**src/rtl/pixel_writer.sv**
```systemverilog
// Pixel writer: range-checks the Control pixel stream, maps (x,y) to a linear
// framebuffer address and drains buffered writes to the SRAM port over req/ack.
module pixel_writer #(
    parameter int H_RES      = 640,
    parameter int V_RES      = 480,
    parameter int ADDR_W     = 19,
    parameter int FIFO_DEPTH = 8,
    parameter int FIFO_AW    = 3
) (
    input  logic              clk,
    input  logic              rst,
    input  logic              pix_valid,
    output logic              pix_ready,
    input  logic [15:0]       pixel_x,
    input  logic [15:0]       pixel_y,
    input  logic [23:0]       color,
    output logic              mem_req,
    output logic [ADDR_W-1:0] mem_addr,
    output logic [23:0]       mem_data,
    input  logic              mem_ack,
    output logic [15:0]       dropped,
    output logic              busy
);

    typedef enum logic {
        S_IDLE,
        S_REQ
    } state_t;

    localparam int               ENTRY_W = ADDR_W + 24;
    localparam logic [FIFO_AW:0] DEPTH_C = (FIFO_AW + 1)'(FIFO_DEPTH);

    logic [ENTRY_W-1:0] fifo_mem_q [FIFO_DEPTH];
    logic [FIFO_AW-1:0] wr_ptr_q;
    logic [FIFO_AW-1:0] rd_ptr_q;
    logic [FIFO_AW:0]   count_q;
    logic [FIFO_AW:0]   count_d;
    logic [15:0]        dropped_q;
    logic [15:0]        dropped_d;
    state_t             state_q;
    logic               mem_req_q;
    logic [ADDR_W-1:0]  mem_addr_q;
    logic [23:0]        mem_data_q;

    logic               accept;
    logic               in_range;
    logic               push;
    logic               pop;
    logic               fifo_empty;
    logic [ADDR_W-1:0]  lin_addr;
    logic [ENTRY_W-1:0] head;

    // Readiness depends only on the registered count, so a same-cycle pop
    // never opens a slot for a pixel arriving while the FIFO is full.
    assign pix_ready  = !rst && (count_q < DEPTH_C);
    assign accept     = pix_valid && pix_ready;
    assign in_range   = (pixel_x < 16'(H_RES)) && (pixel_y < 16'(V_RES));
    assign push       = accept && in_range;
    assign fifo_empty = (count_q == '0);
    assign pop        = !fifo_empty && ((state_q == S_IDLE) || mem_ack);

    // Modular ADDR_W-bit arithmetic gives the truncated linear address directly.
    assign lin_addr = ADDR_W'(pixel_y) * ADDR_W'(H_RES) + ADDR_W'(pixel_x);
    assign head     = fifo_mem_q[rd_ptr_q];

    always_comb begin
        count_d = count_q;
        case ({push, pop})
            2'b10:   count_d = count_q + (FIFO_AW + 1)'(1);
            2'b01:   count_d = count_q - (FIFO_AW + 1)'(1);
            default: count_d = count_q;
        endcase
    end

    always_comb begin
        dropped_d = dropped_q;
        if (accept && !in_range && (dropped_q != '1)) begin
            dropped_d = dropped_q + 16'd1;
        end
    end

    always_ff @(posedge clk) begin
        if (push) begin
            fifo_mem_q[wr_ptr_q] <= {lin_addr, color};
        end
    end

    always_ff @(posedge clk) begin
        if (rst) begin
            wr_ptr_q   <= '0;
            rd_ptr_q   <= '0;
            count_q    <= '0;
            dropped_q  <= '0;
            state_q    <= S_IDLE;
            mem_req_q  <= 1'b0;
            mem_addr_q <= '0;
            mem_data_q <= '0;
        end else begin
            count_q   <= count_d;
            dropped_q <= dropped_d;
            if (push) begin
                wr_ptr_q <= wr_ptr_q + FIFO_AW'(1);
            end
            if (pop) begin
                rd_ptr_q <= rd_ptr_q + FIFO_AW'(1);
            end
            case (state_q)
                S_IDLE: begin
                    if (pop) begin
                        mem_addr_q <= head[ENTRY_W-1:24];
                        mem_data_q <= head[23:0];
                        mem_req_q  <= 1'b1;
                        state_q    <= S_REQ;
                    end
                end
                S_REQ: begin
                    if (mem_ack) begin
                        if (pop) begin
                            mem_addr_q <= head[ENTRY_W-1:24];
                            mem_data_q <= head[23:0];
                        end else begin
                            mem_req_q <= 1'b0;
                            state_q   <= S_IDLE;
                        end
                    end
                end
                default: begin
                    mem_req_q <= 1'b0;
                    state_q   <= S_IDLE;
                end
            endcase
        end
    end

    assign mem_req  = mem_req_q;
    assign mem_addr = mem_addr_q;
    assign mem_data = mem_data_q;
    assign dropped  = dropped_q;
    assign busy     = !fifo_empty || mem_req_q;

endmodule

```
**config.mk**
```make
export PLATFORM = sky130hd
export DESIGN_NAME = pixel_writer
export DESIGN_NICKNAME = d
export VERILOG_FILES = /design/src/rtl/pixel_writer.sv
export SDC_FILE = /design/constraint.sdc
export NUM_CORES = 1
export LEC_CHECK = 0
export CAP_MARGIN = 20
export CORE_UTILIZATION = 58
export DETAILED_ROUTE_END_ITERATION = 10
export GPL_TIMING_DRIVEN = 0
export PLACE_DENSITY = 0.79
export SLEW_MARGIN = 20
export SYNTH_ARGS = -nofsm -noshare
export SYNTH_HDL_FRONTEND = slang
export SYNTH_SLANG_ARGS = --single-unit
export TNS_END_PERCENT = 30
```
**constraint.sdc**
```tcl
create_clock -name clk -period 7.2 [get_ports clk]
set_clock_uncertainty 0.1 [all_clocks]
set_input_delay 1.44 -clock clk [delete_from_list [all_inputs] [get_ports clk]]
set_output_delay 1.44 -clock clk [all_outputs]
set_load 0.05 [all_outputs]
```
## Yosys cells after proc, flatten, opt, wreduce, memory -nomap -nowiden

Memories as Yosys holds them, arrays and structs flattened. A register that Yosys moved wholly into a read port is not among the register bits.
Index checks and enable logic that the tools add are counted.

- Order comparisons: 3
- Equality and inequality tests: 6
- Multiplexer cells: 18
- $mul: 1
- Add/subtract/negate cells: 6
- Bitwise operators: 1
- Reductions and logical operators: 15

Operators with widths:

| cell | number |
|---|---|
| two-way mux 24 bit | 2 |
| one-hot mux 24 bit (2 select lines) | 1 |
| two-way mux 19 bit | 2 |
| one-hot mux 19 bit (2 select lines) | 1 |
| adder 19 x 16 -> 19 bit | 1 |
| adder 16 x 1 -> 16 bit (second input constant) | 1 |
| less-than comparator 16 x 10 -> 1 bit (second input constant) | 1 |
| less-than comparator 16 x 9 -> 1 bit (second input constant) | 1 |
| multiplier 16 x 3 -> 12 bit (second input constant) | 1 |
| inequality test 16 bit (second input constant) | 1 |
| one-hot mux 4 bit (2 select lines) | 1 |
| logical AND 1 bit | 7 |
| two-way mux 1 bit | 7 |
| adder 3 x 1 -> 3 bit (second input constant) | 2 |
| two-way mux 3 bit | 2 |
| inequality test 2 bit (second input constant) | 3 |
| adder 4 x 1 -> 4 bit (second input constant) | 1 |
| zero test 4 bit | 1 |
| less-than comparator 4 bit (second input constant) | 1 |
| one-hot mux 1 bit (2 select lines) | 2 |
| subtractor 4 x 1 -> 4 bit (second input constant) | 1 |
| zero test 1 bit | 3 |
| AND reduction 3 bit | 1 |
| == test 2 x 1 -> 1 bit (second input constant) | 1 |
| 4 further kinds | 5 |

- Bits in registers: 71
- Memories: 1
- RAM bits: 344

Memories:

| name | words | width | rd ports | clocked after Yosys merged registers in | write ports | line | text |
|---|---|---|---|---|---|---|---|
| fifo_mem_q | 8 | 43 | 1 | 1 | 1 | 33 | `logic [ENTRY_W-1:0] fifo_mem_q [FIFO_DEPTH];` |

## Logic depth before layout (Yosys ltp)

- Word-level depth: 6
- Gate-level depth with buffers: 14

## Worst setup path after synthesis

OpenSTA, ideal clock, no wires.

- Kind: input port to flip-flop
- Start point: in rst
- End point: mem fifo_mem_q[2][0] in the netlist's numbering, enable pin
- Library setup time: 0.506 ns
- Buffers on the path: 0
- Cell stages on the path: 5
- Arrival: 6.031 ns
- Required time: 6.594 ns
- Path slack: 0.564 ns
- Path through: nor2_1 -> nand2_1 -> nor3_2 -> nand2b_1 -> nor3b_1

- Word-level cells in the longest chain between the ends: 6

RTL lines:

| element | line | text |
|---|---|---|
| from (decl) | 11 | `input logic rst,` |
| zero test 1 bit | 55 | `assign pix_ready = !rst && (count_q < DEPTH_C);` |
| logical AND 1 bit | 55 |  |
| logical AND 1 bit | 56 | `assign accept = pix_valid && pix_ready;` |
| logical AND 1 bit | 58 | `assign push = accept && in_range;` |
| two-way mux 1 bit | 83 | `if (push) begin` |
| two-way mux 1 bit (not written as such) | 84 | `fifo_mem_q[wr_ptr_q] <= {lin_addr, color};` |
| to (decl) | 33 |  |

No other way between the ends.

## Worst setup path after layout

- Start point: in pixel_x[15]
- End point: mem fifo_mem_q[0][9] in the netlist's numbering, enable pin

- Word-level cells in the longest chain between the ends: 5

RTL lines:

| element | line | text |
|---|---|---|
| from (decl) | 14 | `input logic [15:0] pixel_x,` |
| less-than comparator 16 x 10 -> 1 bit | 57 | `assign in_range = (pixel_x < 16'(H_RES)) && (pixel_y < 16'(V_RES));` |
| logical AND 1 bit | 57 |  |
| logical AND 1 bit | 58 |  |
| two-way mux 1 bit | 83 |  |
| two-way mux 1 bit (not written as such) | 84 |  |

No other way between the ends.

==> summary.txt <==
Timing
  • Final setup TNS: 0 ns
  • Fin. Hold Viols: 0
  • Fin. max-slew vios: 0
  • Hold_ws: 0.383 ns
  • Setup violations, final: 0
  • Peak Freq: roughly 0.21 GHz
  • Period utilisation layout: 0.663
  • Period minus WS final: 4.77 ns
  • Least-Margin Pin Slew: approximately 0.9 ns
  • RSZ-0062 raised after global routing: no
  • Max-slew headroom: 0.389

Cells and area
  • Most frequent cells in the layout: edfxtp_1 (344), clkdlybuf4s50_1 (121), mux4_2 (86)
  • Commonest non-fill, non-tap cell in the layout: edfxtp_1
  • Number of filler cells placed in the layout: about 1700
  • Design Area, Final: 20200 sq um
  • Layout cell share with drive strength beyond 1: 0.194
  • Layout area overhead: 21.2%
  • Nets: 1232

Floorplan
  • Die Height: about 170 microns
  • Initial Utilization: 0.594
  • Die Area: 29400 sq um
  • Die X: between 150 and 200 microns
  • I/O pin cnt: approximately 120
  • Num rows: 61
  • CORE AREA: about 28000 sq um

Detailed routing
  • Post-DR vias/cell: around 6
  • DR iter-0 viols: 900
  • Vias: slightly above 9000
  • Routed Antenna Nets: 0
  • TritonRoute pass-1 iters: 5
  • DRC Markers: 0
  • Final Routed Wirelength: 36200 microns
  • DR WL/cell: 23.4 microns

Place
  • GPL Wtd Cong: 0.805
  • PortBufs: roughly 120
  • HPWL after DPL: roughly 24000 microns
  • Post-DP Area: about 19000 sq um

Logic synthesis
  • Ys Warns: 0
  • Seq cells post-synth: about 420
  • Seq/Total Area, Yosys: 0.710
  • EDFF count, synth: between 300 and 400
  • Area of the mapped netlist: 16600 sq um
  • Post-synth top area cell: edfxtp_1
  • Syn Inst Count: about 930
  • Syn_area_per_cell: ~18 sq um
  • Asr flop ratio synth: 0
  • Yosys cell types: 48
  • Area contributors post-synth: edfxtp_1 (62%), mux4_2 (12%), dfxtp_1 (8.9%), mux2i_1 (2.8%), ha_1 (2.5%)
  • Most common flop cell mapped by yosys: edfxtp_1
  • Syn Nets: around 1000
  • Area share of the largest cell type after synthesis: 0.621

Clock tree
  • TritonCTS Sinks: 418
  • Reg clk slew, reported paths: around 0.06 ns
  • Total CTS buffers: 40
  • Root Buffer: clkbuf_16
  • Post-cts resize count: 0
  • TritonCTS clock tree: yes
  • Clk Latency, worst-skew pair: between 0.5 and 0.6 ns
  • Clock buffer depth: 3
  • Post-CTS setup buffers: 0
  • Hold_buf cts: 0
  • H-Tree Depth: 2

Global routing
  • Vias in the first global route: 9590
  • Total Routing Usage GR: 0.257
  • GR Overflow Total: 0
  • Global-route wire length before repair: 55000 microns
  • Initial antenna violation count: 2
  • Largest net degree at the start of global routing: 18

Worst setup path
  • CP max FO: 7
  • Startpoint types: primary input
  • Critical path type: in2reg
  • Worst EP required: 7.32 ns
  • Arr. time, crit path: around 4.9 ns
  • CP Capture Type: flop

Job
  • # Max-Cap Violations: 0

Power and ir drop
  • Cell area power density: between 300 and 400 nW/um^2
  • Static leakage: between 0.006 and 0.007 uW
  • VDD IR-drop max: 200 uV
  • Total power: between 6000 and 7000 uW

Run status
  • Status: complete, no violations

Min path
  • Hold Path Class: reg2reg
through the flow:
stage | setup slack (ns) | instances | util
2_1_floorplan | 0.564 | 931 | -
3_3_place_gp | -3.29 | 1430 | 0.654
3_5_place_dp | 1.91 | 1473 | 0.672
4_1_cts | 2.39 | 1544 | 0.720
5_1_grt | 2.14 | 1544 | 0.720
6_report | 2.43 | 1545 | 0.720
synth_stat cells, types with 2 or more instances:
cell type	count
nand2b_1	4
ha_1	33
nor2_1	81
dfxtp_1	74
nor2b_1	4
mux2i_1	47
or2_2	2
a31oi_1	3
nor4bb_1	2
a211oi_1	48
buf_2	13
clkbuf_1	23
mux4_2	86
edfxtp_1	344
fa_1	2
a21oi_1	13
a21o_1	4
xor2_1	8
nand3_1	4
inv_1	12
nor3b_1	5
nor3_1	9
xnor2_1	27
o21ai_0	14
nor4_1	10
nand2_1	22
nor3_2	2
buf_1	4
nand4_1	5
buf_4	5
o21a_1	4
registers in the layout, indices dropped and copies added, names as in the netlist, named ones only:
signal and count:
mem_addr 19, fifo_mem_q 344, state_q 1, count_q 4, dropped 16, mem_data 24, rd_ptr_q 3, wr_ptr_q 3
mem_req 1
layer usage:
| metal | vias to the layer above | GRT usage | wire length (microns) |
|---|---|---|---|
| met5 | - | 0 | 12 |
| met4 | 2 | 0.0905 | 1020 |
| met3 | 75 | 0.0398 | 2370 |
| met2 | 384 | 0.463 | 19200 |
| met1 | 4733 | 0.317 | 13500 |
| li1 | 4111 | - | - |
report_power, final:
part	internal (uW)	total [uW]	switching, uW	leakage (uW)
combinational	700	1810	1110	0.00221
sequential	2800	2870	75.2	0.00370
clock	1300	2150	852	0.000670
cells by family (layout without fill, tap and decap cells):
kind of cell / after synthesis / in the layout / synth area share
AO/OA/AOI/OAI: 94 / 94 / 0.0390
XOR/XNOR: 35 / 35 / 0.0184
adder cells (fa/ha/maj): 35 / 35 / 0.0272
buffers and inverters: 58 / 293 / 0.0153
flip-flops: 418 / 418 / 0.710
multiplexers: 134 / 134 / 0.145
other: 0 / 1 / 0
AND/OR/NAND/NOR: 157 / 157 / 0.0453
area by class of cell:
type	count	area [sq um]	area share
Antenna cell	1	2.50	0.000124
Multi-Input combinational cell	455	4630	0.229
Clock inverter	23	288	0.0143
Buffer	46	209	0.0104
Clock buffer	48	1060	0.0526
Timing Repair Buffer	164	1660	0.0822
Inverter	12	45.0	0.00223
Sequential cell	418	11800	0.585
Tap cell	378	473	0.0234
worst max-delay path: stages:
cell             delay, ns
clkdlybuf4s50_1       0.47
nor4_1                0.37
nand4_1               0.38
nor3_2                0.47
nand2b_1              0.31
nor3_2                0.65
buf_6                 0.24
buf_6                 0.15
buf_4                 0.19
buf_4                 0.20
final timing paths:
path                             startpoint          endpoint  slack [ns]  cells past startpoint
worst max-delay path            pixel_x[15]  fifo_mem_q[0][9]        2.43                     10
worst min-delay path                state_q           mem_req        0.38                      1
worst max register to register   count_q[1]        count_q[2]        3.94                     11
worst min register to register      state_q           mem_req        0.38                      1
Note: power is estimated with default switching activity, not from simulation.
==> RTL change (same flow settings) <==
Make the reset (`rst`) asynchronous in one clocked block.
--- a/src/rtl/pixel_writer.sv
+++ b/src/rtl/pixel_writer.sv
@@ -87,3 +87,3 @@
 
-    always_ff @(posedge clk) begin
+    always_ff @(posedge clk or posedge rst) begin
         if (rst) begin
Formal check against the unedited RTL: differs if rst is asserted again (counterexample within 4 cycles, from zero or initial values and one cycle with rst high); with rst held inactive, the same outputs for 4 cycles.
==> RTL change against the unedited design <==
Highest routed layer is now met4. Total power increased by 14%. Synthesized area up 0.44%. Largest power group unchanged. Critical path depth is 5 higher. Die area increased by 0.43%. Setup slack better by 0.14 ns. Clock power rose by 9%. Final area increased by 0.93%. First-iteration DRC count shrank 6.2%. Sequential cell count is 3 lower. Routed wire length up 1.6%. Register-to-register slack about the same.
==> RTL change: results (changes against the unedited design) <==
INFO  metric antenna_cells_inserted = 0 (-1)
INFO  metric num-nonclk-inverters = 18 (+6)
INFO  metric wire_length_of_the_first_global_routing_pass = 54600 um (-0.59%)
INFO  metric drt-pass1-iter-count = 5 (unchanged)
INFO  metric postRouteWirelength = 36700 um (+1.6%)
INFO  metric worstReg2RegStart = count_q[3]$_DFFE_PP0P_
INFO  metric detailed_route_iter0_violations = 844 (-6.2%)
INFO  metric worst_path_max_delay_cell = sky130_fd_sc_hd__xnor2_1
INFO  metric path_delay_family = adder cells
INFO  metric setup.worst_path.start = pixel_y[1]
INFO  metric buffers_excl_clock = 198 (-5.7%)
INFO  metric r2r_slack = 3.95 ns (about the same)
INFO  metric multi_input_area = 4420 sq um (-4.5%)
INFO  metric num-fill-cells = 1712 (+3.2%)
INFO  metric layout.comb_gates.multi_input = 426 (-6.4%)
INFO  metric run_status = completed
INFO  metric postSynth.asyncResetShare = 17.1% (+17 points)
INFO  metric r2r_end = fifo_mem_q[0][21]$_DFFE_PP_
INFO  metric num-nets-final = 1195 (-3.0%)
INFO  metric clkbuf_count = 47 (-2.1%)
INFO  metric grt_pass1_vias = 9412 (-1.9%)
INFO  metric clock_latency = 0.54 ns (+0.02 ns)
INFO  metric clock_cell_area_share = 7.35% (+0.66 points)
INFO  metric post_route_cells_drive_above_1_share = 20.6% (+1.2 points)
INFO  metric hpwl = 23000 um (-3.7%)
INFO  metric detailroute.via_count = 9031 (-2.9%)
INFO  metric design.seq.count = 415 (-0.72%)
INFO  metric worst_slew_pin_slew = 1.01 ns (+0.0923 ns)
INFO  metric synth.distinct_cells = 50 (+4.2%)
INFO  metric regArea = 12100 sq um (+2.5%)
INFO  metric grt_max_degree = 46 (+28)
INFO  metric most_numerous_cell_types_in_the_synthesized_netlist = 344 x sky130_fd_sc_hd__edfxtp_1, 86 x sky130_fd_sc_hd__mux4_2, 71 x sky130_fd_sc_hd__dfrtp_1
INFO  metric cts_inserted_buffers = 41 (+2.5%)
INFO  metric antenna_violations_before_repair = 0 (-2)
INFO  metric synth_sequential_area_ratio = 72.4% (+1.5 points)
INFO  metric place_congestion = 0.821 (+2.0%)
INFO  metric synth_fp_nets = 990 (-3.5%)
INFO  metric cp_data_arrival_time = 4.78 ns (-0.12 ns)
INFO  metric setup.worst_path.end = fifo_mem_q[4][42]$_DFFE_PP_
INFO  metric tritoncts_num_sinks = 415 (-0.72%)
INFO  metric synth.area.top_cells = sky130_fd_sc_hd__edfxtp_1 62%, sky130_fd_sc_hd__mux4_2 12%, sky130_fd_sc_hd__dfrtp_1 11%
INFO  metric reg2regPathDepth = 8 (-3)
INFO  metric layout.nonclk_buf_share = 8.84% (-0.42 points)
INFO  metric path_max_fanout = 8 (+1)
INFO  metric critPathMaxStageDelay = 0.52 ns (-0.13 ns)
INFO  metric vdd_ir_drop_max = 0.253 mV (+26%)
INFO  metric power.static_leakage = 7.20 nW (+9.4%)
INFO  metric total_grt_usage = 25.6% (-0.13 points)
-- RTL change: cell types whose count changed after synthesis, moves of 3 or more --
| cell | unedited run | this run |
|---|---|---|
| sky130_fd_sc_hd__inv_1 | 12 | 18 |
| sky130_fd_sc_hd__dfxtp_1 | 74 | 0 |
| sky130_fd_sc_hd__mux2i_1 | 47 | 43 |
| sky130_fd_sc_hd__clkbuf_1 | 23 | 14 |
| sky130_fd_sc_hd__nor4_1 | 10 | 5 |
| sky130_fd_sc_hd__a211oi_1 | 48 | 4 |
| sky130_fd_sc_hd__a21oi_1 | 13 | 53 |
| sky130_fd_sc_hd__nand3_1 | 4 | 7 |
| sky130_fd_sc_hd__dfrtp_1 | 0 | 71 |
| sky130_fd_sc_hd__xor2_1 | 8 | 19 |
| sky130_fd_sc_hd__nor2_1 | 81 | 57 |
| sky130_fd_sc_hd__xnor2_1 | 27 | 20 |
-- RTL change: worst min-delay path by stage --
stage                         endpoint                     from  slack, ns  cells after the start
2_1_floorplan      mem_req$_DFFE_PP0P_        state_q$_DFF_PP0_       0.38                      1
3_3_place_gp    dropped[9]$_DFFE_PP0P_   dropped[9]$_DFFE_PP0P_       0.38                      1
3_5_place_dp   dropped[11]$_DFFE_PP0P_  dropped[11]$_DFFE_PP0P_       0.39                      1
4_1_cts        dropped[11]$_DFFE_PP0P_  dropped[11]$_DFFE_PP0P_       0.40                      1
5_1_grt         dropped[8]$_DFFE_PP0P_   dropped[8]$_DFFE_PP0P_       0.42                      1
6_report        dropped[8]$_DFFE_PP0P_   dropped[8]$_DFFE_PP0P_       0.40                      1
-- RTL change: logic make-up (layout without fill, tap and decap cells) --
kind of cell / after synthesis / count (layout) / share of synthesized area [%]
AO/OA/AOI/OAI: 90 / 90 / 3.07
AND/OR/NAND/NOR: 129 / 129 / 3.88
multiplexers: 133 / 133 / 14.5
adder cells (fa/ha/maj): 35 / 35 / 2.71
XOR/XNOR: 39 / 39 / 2.04
buffers and inverters: 54 / 292 / 1.44
flip-flops: 415 / 415 / 72.4
-- RTL change: per-stage QoR --
step	cell area (sq um)	instances	utilization, %	setup slack (ns)	hold WS [ns]
final	20400	1511	72.5	2.57	0.405
after global routing	20400	1511	72.5	2.29	0.421
after CTS	20400	1511	72.5	2.59	0.402
after detailed placement	18900	1435	67.2	2.07	0.393
after global placement	18400	1394	65.5	-3.22	0.378
after floorplan	16700	895	-	0.814	0.376
-- RTL change: where the power goes --
part	switching [mW]	internal [mW]	leakage [nW]
Clock	0.907	1.44	0.717
Sequential	0.127	2.83	3.92
Combinational	1.46	1.01	2.56
-- RTL change: layer usage --
layer	global-route usage (%)	up-vias	part of all wire [%]
met4	7.31	0	2.3
li1	-	3966	-
met2	45.5	333	52
met1	32.7	4664	40
met3	4.16	68	6.0
met5	0	-	0
